## config.mk

```make
export PLATFORM = sky130hd
export DESIGN_NAME = fetch_unit
export DESIGN_NICKNAME = d
export VERILOG_FILES = /design/src/rtl/fetch_unit.sv
export SDC_FILE = /design/constraint.sdc
export NUM_CORES = 1
export LEC_CHECK = 0
export CORE_MARGIN = 3
export CORE_UTILIZATION = 35
export DETAILED_ROUTE_END_ITERATION = 7
export GPL_TIMING_DRIVEN = 1
export MAX_ROUTING_LAYER = met4
export PLACE_DENSITY_LB_ADDON = 0.2
export SYNTH_ARGS = -nofsm -noshare
export SYNTH_HDL_FRONTEND = slang
export SYNTH_SLANG_ARGS = --single-unit
```

## constraint.sdc

```tcl
create_clock -name clk -period 1.85 [get_ports clk]
set_input_delay 0.37 -clock clk [delete_from_list [all_inputs] [get_ports clk]]
set_output_delay 0.37 -clock clk [all_outputs]
set_load 0.02 [all_outputs]
```

## src/rtl/fetch_unit.sv

```systemverilog
// Instruction fetch unit: reads one- or two-byte instructions from a byte-wide
// program memory with one-cycle read latency and hands them to decode.
module fetch_unit #(
  parameter logic [7:0] RESET_PC = 8'h00
) (
  input  logic       clk,
  input  logic       rst,
  output logic [7:0] mem_addr,
  output logic       mem_rd,
  input  logic [7:0] mem_rdata,
  output logic [7:0] instr,
  output logic [7:0] imm,
  output logic [7:0] instr_pc,
  output logic       instr_valid,
  input  logic       instr_ready,
  input  logic       jump_en,
  input  logic [7:0] jump_addr,
  output logic       halted
);

  typedef enum logic [2:0] {
    F0_REQ,
    F0_CAP,
    F1_REQ,
    F1_CAP,
    VALID,
    HALT
  } state_t;

  state_t     state_q, state_d;
  logic [7:0] pc_q, pc_d;
  logic [7:0] instr_q, instr_d;
  logic [7:0] imm_q, imm_d;
  logic [7:0] instr_pc_q, instr_pc_d;

  always_comb begin
    state_d     = state_q;
    pc_d        = pc_q;
    instr_d     = instr_q;
    imm_d       = imm_q;
    instr_pc_d  = instr_pc_q;
    mem_rd      = 1'b0;
    instr_valid = 1'b0;
    halted      = 1'b0;

    case (state_q)
      F0_REQ: begin
        mem_rd     = 1'b1;
        instr_pc_d = pc_q;
        pc_d       = pc_q + 8'd1;
        state_d    = F0_CAP;
      end
      F0_CAP: begin
        instr_d = mem_rdata;
        // Opcode classes 9x and Dx carry an immediate byte
        if (mem_rdata[7:4] == 4'b1001 || mem_rdata[7:4] == 4'b1101) begin
          state_d = F1_REQ;
        end else begin
          imm_d   = 8'h00;
          state_d = VALID;
        end
      end
      F1_REQ: begin
        mem_rd  = 1'b1;
        pc_d    = pc_q + 8'd1;
        state_d = F1_CAP;
      end
      F1_CAP: begin
        imm_d   = mem_rdata;
        state_d = VALID;
      end
      VALID: begin
        instr_valid = 1'b1;
        if (instr_ready) begin
          state_d = (instr_q[7:4] == 4'b1111) ? HALT : F0_REQ;
        end
      end
      HALT: begin
        halted = 1'b1;
      end
      default: begin
        state_d = F0_REQ;
      end
    endcase

    // A redirect loses only to an accepted HLT (or an existing halt)
    if (jump_en && state_q != HALT && state_d != HALT) begin
      pc_d    = jump_addr;
      state_d = F0_REQ;
    end
  end

  always_ff @(posedge clk or posedge rst) begin
    if (rst) begin
      state_q    <= F0_REQ;
      pc_q       <= RESET_PC;
      instr_q    <= 8'h00;
      imm_q      <= 8'h00;
      instr_pc_q <= 8'h00;
    end else begin
      state_q    <= state_d;
      pc_q       <= pc_d;
      instr_q    <= instr_d;
      imm_q      <= imm_d;
      instr_pc_q <= instr_pc_d;
    end
  end

  assign mem_addr = pc_q;
  assign instr    = instr_q;
  assign imm      = imm_q;
  assign instr_pc = instr_pc_q;

endmodule

```

==> impl_metrics.py, run 1 <==
metrics = {
    "global_route": {
        "grt_max_degree": 36,
        "antenna_found_initial": 0,
        "first_global_vias": 1357,
        "grt_first_pass_wirelength_um": 6640,
        "track_usage": 0.165,
        "overflow": 0,
    },
    "power_and_ir_drop": {
        "p_per_area_nw_per_um2": 1650,
        "clkPwrFrac": 0.157,
        "leakage_nw": 1.00,
        "combPwrFrac": 0.516,
        "swShare": 0.367,
        "seqPwrFrac": 0.327,
        "power.switching_w": 0.00143,
        "p_int_w": 0.00247,
        "irDropWorstVdd_v": 0.000650,
    },
    "clocking": {
        "cts_setup_buffers": 0,
        "htree_num_levels": 2,
        "cts_tree": "built",
        "root_buffer": "clkbuf_8",
        "clockBufferDepth": 2,
        "numCtsBuffers": 5,
        "cts.hold.buffers_added": 0,
        "clkTransAtPathRegs_ps": 70,
        "clk_latency_ps": 280,
        "cts_sinks": 35,
    },
    "logic_synthesis": {
        "synthTopCellsByArea": "dfrtp_1 (54%), mux2_2 (12%), a22o_1 (4.4%), mux2_4 (2.8%), a2111oi_0 (2.7%)",
        "synth_top_area_frac": 0.545,
        "async_reset_ff_frac": 1.00,
        "yosys.area.top_type": "dfrtp_1",
        "syn_area_um2": 1610,
        "ys_seq_area_frac": 0.545,
        "syn_nets": 143,
        "yosys_most_used_dff": "dfrtp_1",
        "syn_inst": 122,
        "synth-seq-cells": 35,
        "ys_types": 37,
        "yosysWarnings": 0,
        "avgSynthCellArea_um2": 13.2,
        "synth_edf_count": 0,
    },
    "finish": {
        "diodes": 0,
        "area_growth_pct": 47.2,
        "stdcell_count": 243,
        "drive_gt1_frac": 0.230,
        "mostFrequentLayoutCells": "clkdlybuf4s50_1 (51), dfrtp_1 (35), mux2_2 (17)",
        "postLayoutCoreUtil": 0.540,
        "nets": 211,
        "final_common_cell": "clkdlybuf4s50_1",
    },
    "drt": {
        "drtPass1Iterations": 4,
        "wire_per_inst_um": 16.2,
        "drc": 0,
        "via_per_inst": 5.19,
        "drt-total-wl_um": 3940,
        "drt_iter0_drc": 58,
        "ant_nets": 0,
        "dr_total_vias": 1261,
    },
    "sta": {
        "drv_slew": 0,
        "tightest_slew_ps": 452,
        "post-route-period-util": 0.952,
        "timing.fmax_mhz": 568,
        "setup_viol": 0,
        "rsz0062_at_grt": "false",
        "hold_ws_ps": 494,
        "slew_headroom": 0.699,
        "layout_setup_ws_ps": 88.7,
        "fin_crit_ps": 1760,
        "hold_violations": 0,
        "finClkSkew_ps": 5.40,
    },
    "floorplan": {
        "chipHeight_um": 73.8,
        "initial_utilization": 0.367,
        "die-area_um2": 5440,
        "rows": 24,
        "core_area_um2": 4380,
        "die_x_um": 73.8,
        "num_io_pins": 55,
    },
    "critical_path": {
        "cpMaxStageDelayCell": "clkdlybuf4s50_1",
        "worstPathCellList": "clkdlybuf4s50_1",
        "critPathTopFamily": "buffers and inverters",
        "arrival_ps": 1390,
        "critPathKind": "reg -> out",
        "crit_buf_inv": 1,
        "cp-start-kind": "flip-flop",
        "cp.required_ps": 1480,
        "slowest_delay_ps": 640,
        "worstPathMaxFanout": 7,
        "r2r_slack_ps": 210,
        "cp-end-kind": "primary output",
    },
    "placement": {
        "gp_congestion": 0.823,
        "portBuffers": 54,
        "dp_cells": 235,
        "dp_hpwl_um": 2880,
        "dp_slack_ps": -9.10,
    },
    "worst_hold_path": {
        "hp-class": "in -> async",
    },
    "status": {
        "outcome": "finished, final reports clean",
    },
    "flow_run": {
        "maxCapViolCount": 0,
    },
}
==> per-stage QoR <==
stage	total power, W	instance area (µm²)	TNS (ps)
floorplan	0.00243	1610	0
global placement	0.00331	2270	0
detailed placement	0.00335	2270	-17.9
CTS	0.00396	2370	0
global route	0.00418	2370	0
finish	0.00390	2370	0
==> per-layer routing <==
metal  track usage  vias up  wire length [µm]
li1              -      598                 -
met1         0.215      613              1800
met2         0.244       46              1850
met3        0.0424        4               246
met4        0.0664        0                43
met5             -        -                 0
==> final timing paths <==
path	from	endpoint	depth (start not counted)
worst max-delay path	mem_addr[3]$_DFFE_PP0P_	mem_addr[3]	1
worst min-delay path	rst	instr_pc[7]$_DFFE_PP0N_	3
worst max register to register	state_q[2]$_DFF_PP0_	mem_addr[2]$_DFFE_PP0P_	4
worst min register to register	imm[3]$_DFFE_PP0P_	imm[3]$_DFFE_PP0P_	1
max in group asynchronous	rst	mem_addr[1]$_DFFE_PP0P_	3
min in group clk	imm[3]$_DFFE_PP0P_	imm[3]$_DFFE_PP0P_	1
==> worst register-to-register path, cell delays in order, from the launching register on <==
cell and delay [ps]:
dfrtp_1 440, and3b_1 230, buf_4 160, a211o_1 370, mux2_4 320
==> layout make-up <==
cell class | count | area [µm²]
inverters | 4 | 15.0
clock inverters | 1 | 7.51
fillers | 386 | 2020
clock buffers | 7 | 96.3
flip-flops and latches | 35 | 876
repair buffers | 68 | 642
multi-input cells | 76 | 666
well taps | 52 | 65.1
==> synthesized netlist by cell type (2+ instances only) <==
master / count
buf_6: 3
and2_1: 2
inv_1: 4
buf_2: 2
a31oi_1: 6
or3_1: 4
nand2_1: 3
dfrtp_1: 35
nor2_1: 2
a22o_1: 8
clkbuf_1: 2
o21ai_0: 4
mux2_2: 17
a2111oi_0: 5
mux2_4: 3
==> power groups by stage <==
stage	combinational, W	sequential, W	clock (W)
after floorplan	0.000844	0.00159	0
after global placement	0.00203	0.00128	0
after detailed placement	0.00205	0.00129	0
after CTS	0.00204	0.00128	0.000637
after global routing	0.00218	0.00133	0.000666
final	0.00202	0.00128	0.000614
==> flip-flops by register name, indices dropped and copies added, names as in the netlist <==
register	flops
state_q	3
mem_addr	8
imm	8
instr	8
instr_pc	8
==> cell families after synthesis <==
logic type | count (synthesis) | synth area share
compound gates | 28 | 0.132
xor+xnor | 2 | 0.0109
flops | 35 | 0.545
simple gates | 24 | 0.111
mux | 21 | 0.153
buf+inv | 11 | 0.0412
fa+ha+maj | 1 | 0.00778
==> repair_timing <==
item,4_1_cts,5_1_grt
setup endpoints to repair,3,0
hold endpoints to repair,0,0
resized for setup,3,0
(Power assumes the default switching activity.)
==> run 2, diff against run 1 <==
Settings changed: CORE_MARGIN 3 to default.
==> run 2 against run 1 <==
  * Critical path depth is the same
  * Maximum frequency is 0.88% lower
  * Sequential share of layout area up 0.87 points
  * Die area down 11%
  * Global-route usage increased by 1.0 points
  * Power down 3.4%
  * Clock power is 14% lower
  * Cell count is 1.6% lower
  * Final area down 2.2%
  * Sequential power increased by 3%
  * Combinational power shrank 5%
  * Via count increased by 0.95%
==> impl_metrics.py, run 2 (synthesized netlist as in run 1, its figures left out) <==
metrics = {
    "floorplan": {
        "rows": 24,
        "die-area_um2": 4870,
        "core_area_um2": 4380,
        "num_io_pins": 55,
        "die_x_um": 69.8,
        "chipHeight_um": 69.8,
        "initial_utilization": 0.367,
    },
    "finish": {
        "final_common_cell": "clkdlybuf4s50_1",
        "area_growth_pct": 44.0,
        "drive_gt1_frac": 0.209,
        "diodes": 0,
        "stdcell_count": 239,
        "mostFrequentLayoutCells": "clkdlybuf4s50_1 (51), dfrtp_1 (34), mux2_2 (17)",
        "design_area_um2": 2320,
        "nets": 207,
        "n_fill_cell": 387,
    },
    "critical_path": {
        "cp-end-kind": "primary output",
        "cp.required_ps": 1480,
        "cpMaxStageDelayCell": "clkdlybuf4s50_1",
        "critPathTopFamily": "buffers and inverters",
        "slowest_delay_ps": 650,
        "worstPathMaxFanout": 7,
        "crit_buf_inv": 1,
        "r2r_start": "state_q[0]$_DFF_PP0_",
        "arrival_ps": 1410,
        "r2r_end": "instr[3]$_DFFE_PP0P_",
        "cp-start-kind": "flip-flop",
        "critPathKind": "reg -> out",
        "r2r_cells": 4,
        "r2r_slack_ps": 180,
        "worstPathCellList": "clkdlybuf4s50_1",
    },
    "drt": {
        "wire_per_inst_um": 15.8,
        "drt-total-wl_um": 3780,
        "dr_total_vias": 1273,
        "drt_iter0_drc": 93,
        "drtPass1Iterations": 4,
        "via_per_inst": 5.33,
        "ant_nets": 0,
        "drc": 0,
    },
    "global_route": {
        "overflow": 0,
        "track_usage": 0.175,
        "grt_first_pass_wirelength_um": 6360,
        "grt_max_degree": 36,
        "first_global_vias": 1331,
        "antenna_found_initial": 0,
    },
    "status": {
        "outcome": "finished, final reports clean",
    },
    "clocking": {
        "root_buffer": "clkbuf_8",
        "cts.hold.buffers_added": 0,
        "htree_num_levels": 2,
        "cts_sinks": 35,
        "clk_latency_ps": 290,
        "clockBufferDepth": 2,
        "cts_tree": "built",
        "clkTransAtPathRegs_ps": 70,
        "cts-resized-gates": 4,
        "cts_setup_buffers": 0,
        "numCtsBuffers": 5,
    },
    "power_and_ir_drop": {
        "leakage_nw": 0.972,
        "p_per_area_nw_per_um2": 1630,
        "irDropWorstVdd_v": 0.000817,
    },
    "sta": {
        "fin_crit_ps": 1780,
        "setup_viol": 0,
        "hold_violations": 0,
        "finalSetupTns_ps": 0,
        "timing.fmax_mhz": 563,
        "rsz0062_at_grt": "false",
        "drv_slew": 0,
        "finClkSkew_ps": 9.38,
        "post-route-period-util": 0.961,
        "tightest_slew_ps": 451,
        "layout_setup_ws_ps": 73.0,
        "slew_headroom": 0.699,
    },
    "placement": {
        "gp_congestion": 0.821,
        "dp_hpwl_um": 2760,
        "dp_slack_ps": 14.4,
        "dp_cells": 231,
        "placed_area_um2": 2240,
        "portBuffers": 54,
    },
    "flow_run": {
        "maxCapViolCount": 0,
    },
    "worst_hold_path": {
        "hp-class": "in -> async",
    },
}
==> run 2: changes by cell type in the layout (fill, tap and decap cells not counted), sizes merged <==
cell      previous run  this run
clkinv               0         1
clkinvlp             1         0
buf                 14        10
==> run 2: per-layer routing <==
| metal | vias up | track usage | wire length, µm |
|---|---|---|---|
| li1 | 586 | - | - |
| met1 | 629 | 0.202 | 1560 |
| met2 | 50 | 0.281 | 1900 |
| met3 | 8 | 0.0552 | 244 |
| met4 | 0 | 0.0733 | 76 |
| met5 | - | - | 0 |
==> run 2: how the worst max path moves through the flow <==
| stage | cells past startpoint | end | slack (ps) | startpoint |
|---|---|---|---|---|
| floorplan | 4 | mem_addr[1]$_DFFE_PP0P_ | 170 | state_q[0]$_DFF_PP0_ |
| global placement | 4 | mem_addr[2]$_DFFE_PP0P_ | 40 | instr_ready |
| detailed placement | 4 | mem_addr[0]$_DFFE_PP0P_ | 10 | instr_ready |
| CTS | 1 | mem_addr[0] | 60 | mem_addr[0]$_DFFE_PP0P_ |
| global route | 3 | instr_valid | 10 | state_q[1]$_DFF_PP0_ |
| finish | 1 | mem_addr[2] | 70 | mem_addr[2]$_DFFE_PP0P_ |
==> run 2: power by group <==
| group | switching (W) | total (W) | internal, W |
|---|---|---|---|
| registers | 0.000268 | 0.00132 | 0.00105 |
| logic | 0.000881 | 0.00192 | 0.00104 |
| clock network | 0.000263 | 0.000527 | 0.000264 |
| total | 0.00141 | 0.00377 | 0.00236 |
==> run 2: stage by stage <==
stage	utilization	power [W]	hold WS, ps
2_1_floorplan	-	0.00243	440
3_3_place_gp	0.510	0.00323	489
3_5_place_dp	0.510	0.00329	494
4_1_cts	0.528	0.00382	496
5_1_grt	0.528	0.00401	525
6_report	0.528	0.00377	486
==> run 2: final cells by class <==
type                       instances  area, µm²  area share
tap                               52       65.1      0.0281
clock inverter                     1       5.00     0.00216
inverter                           4       15.0     0.00648
multi-input combinational         76        666       0.287
timing repair buffer              64        612       0.264
sequential                        35        877       0.379
clock buffer                       7       76.3      0.0330
==> run 2: worst reg2reg max path, stage by stage, from the launching register on <==
cell and delay (ps):
dfrtp_1 430, buf_4 160, nor2b_1 180, and2_1 390, mux2_2 380
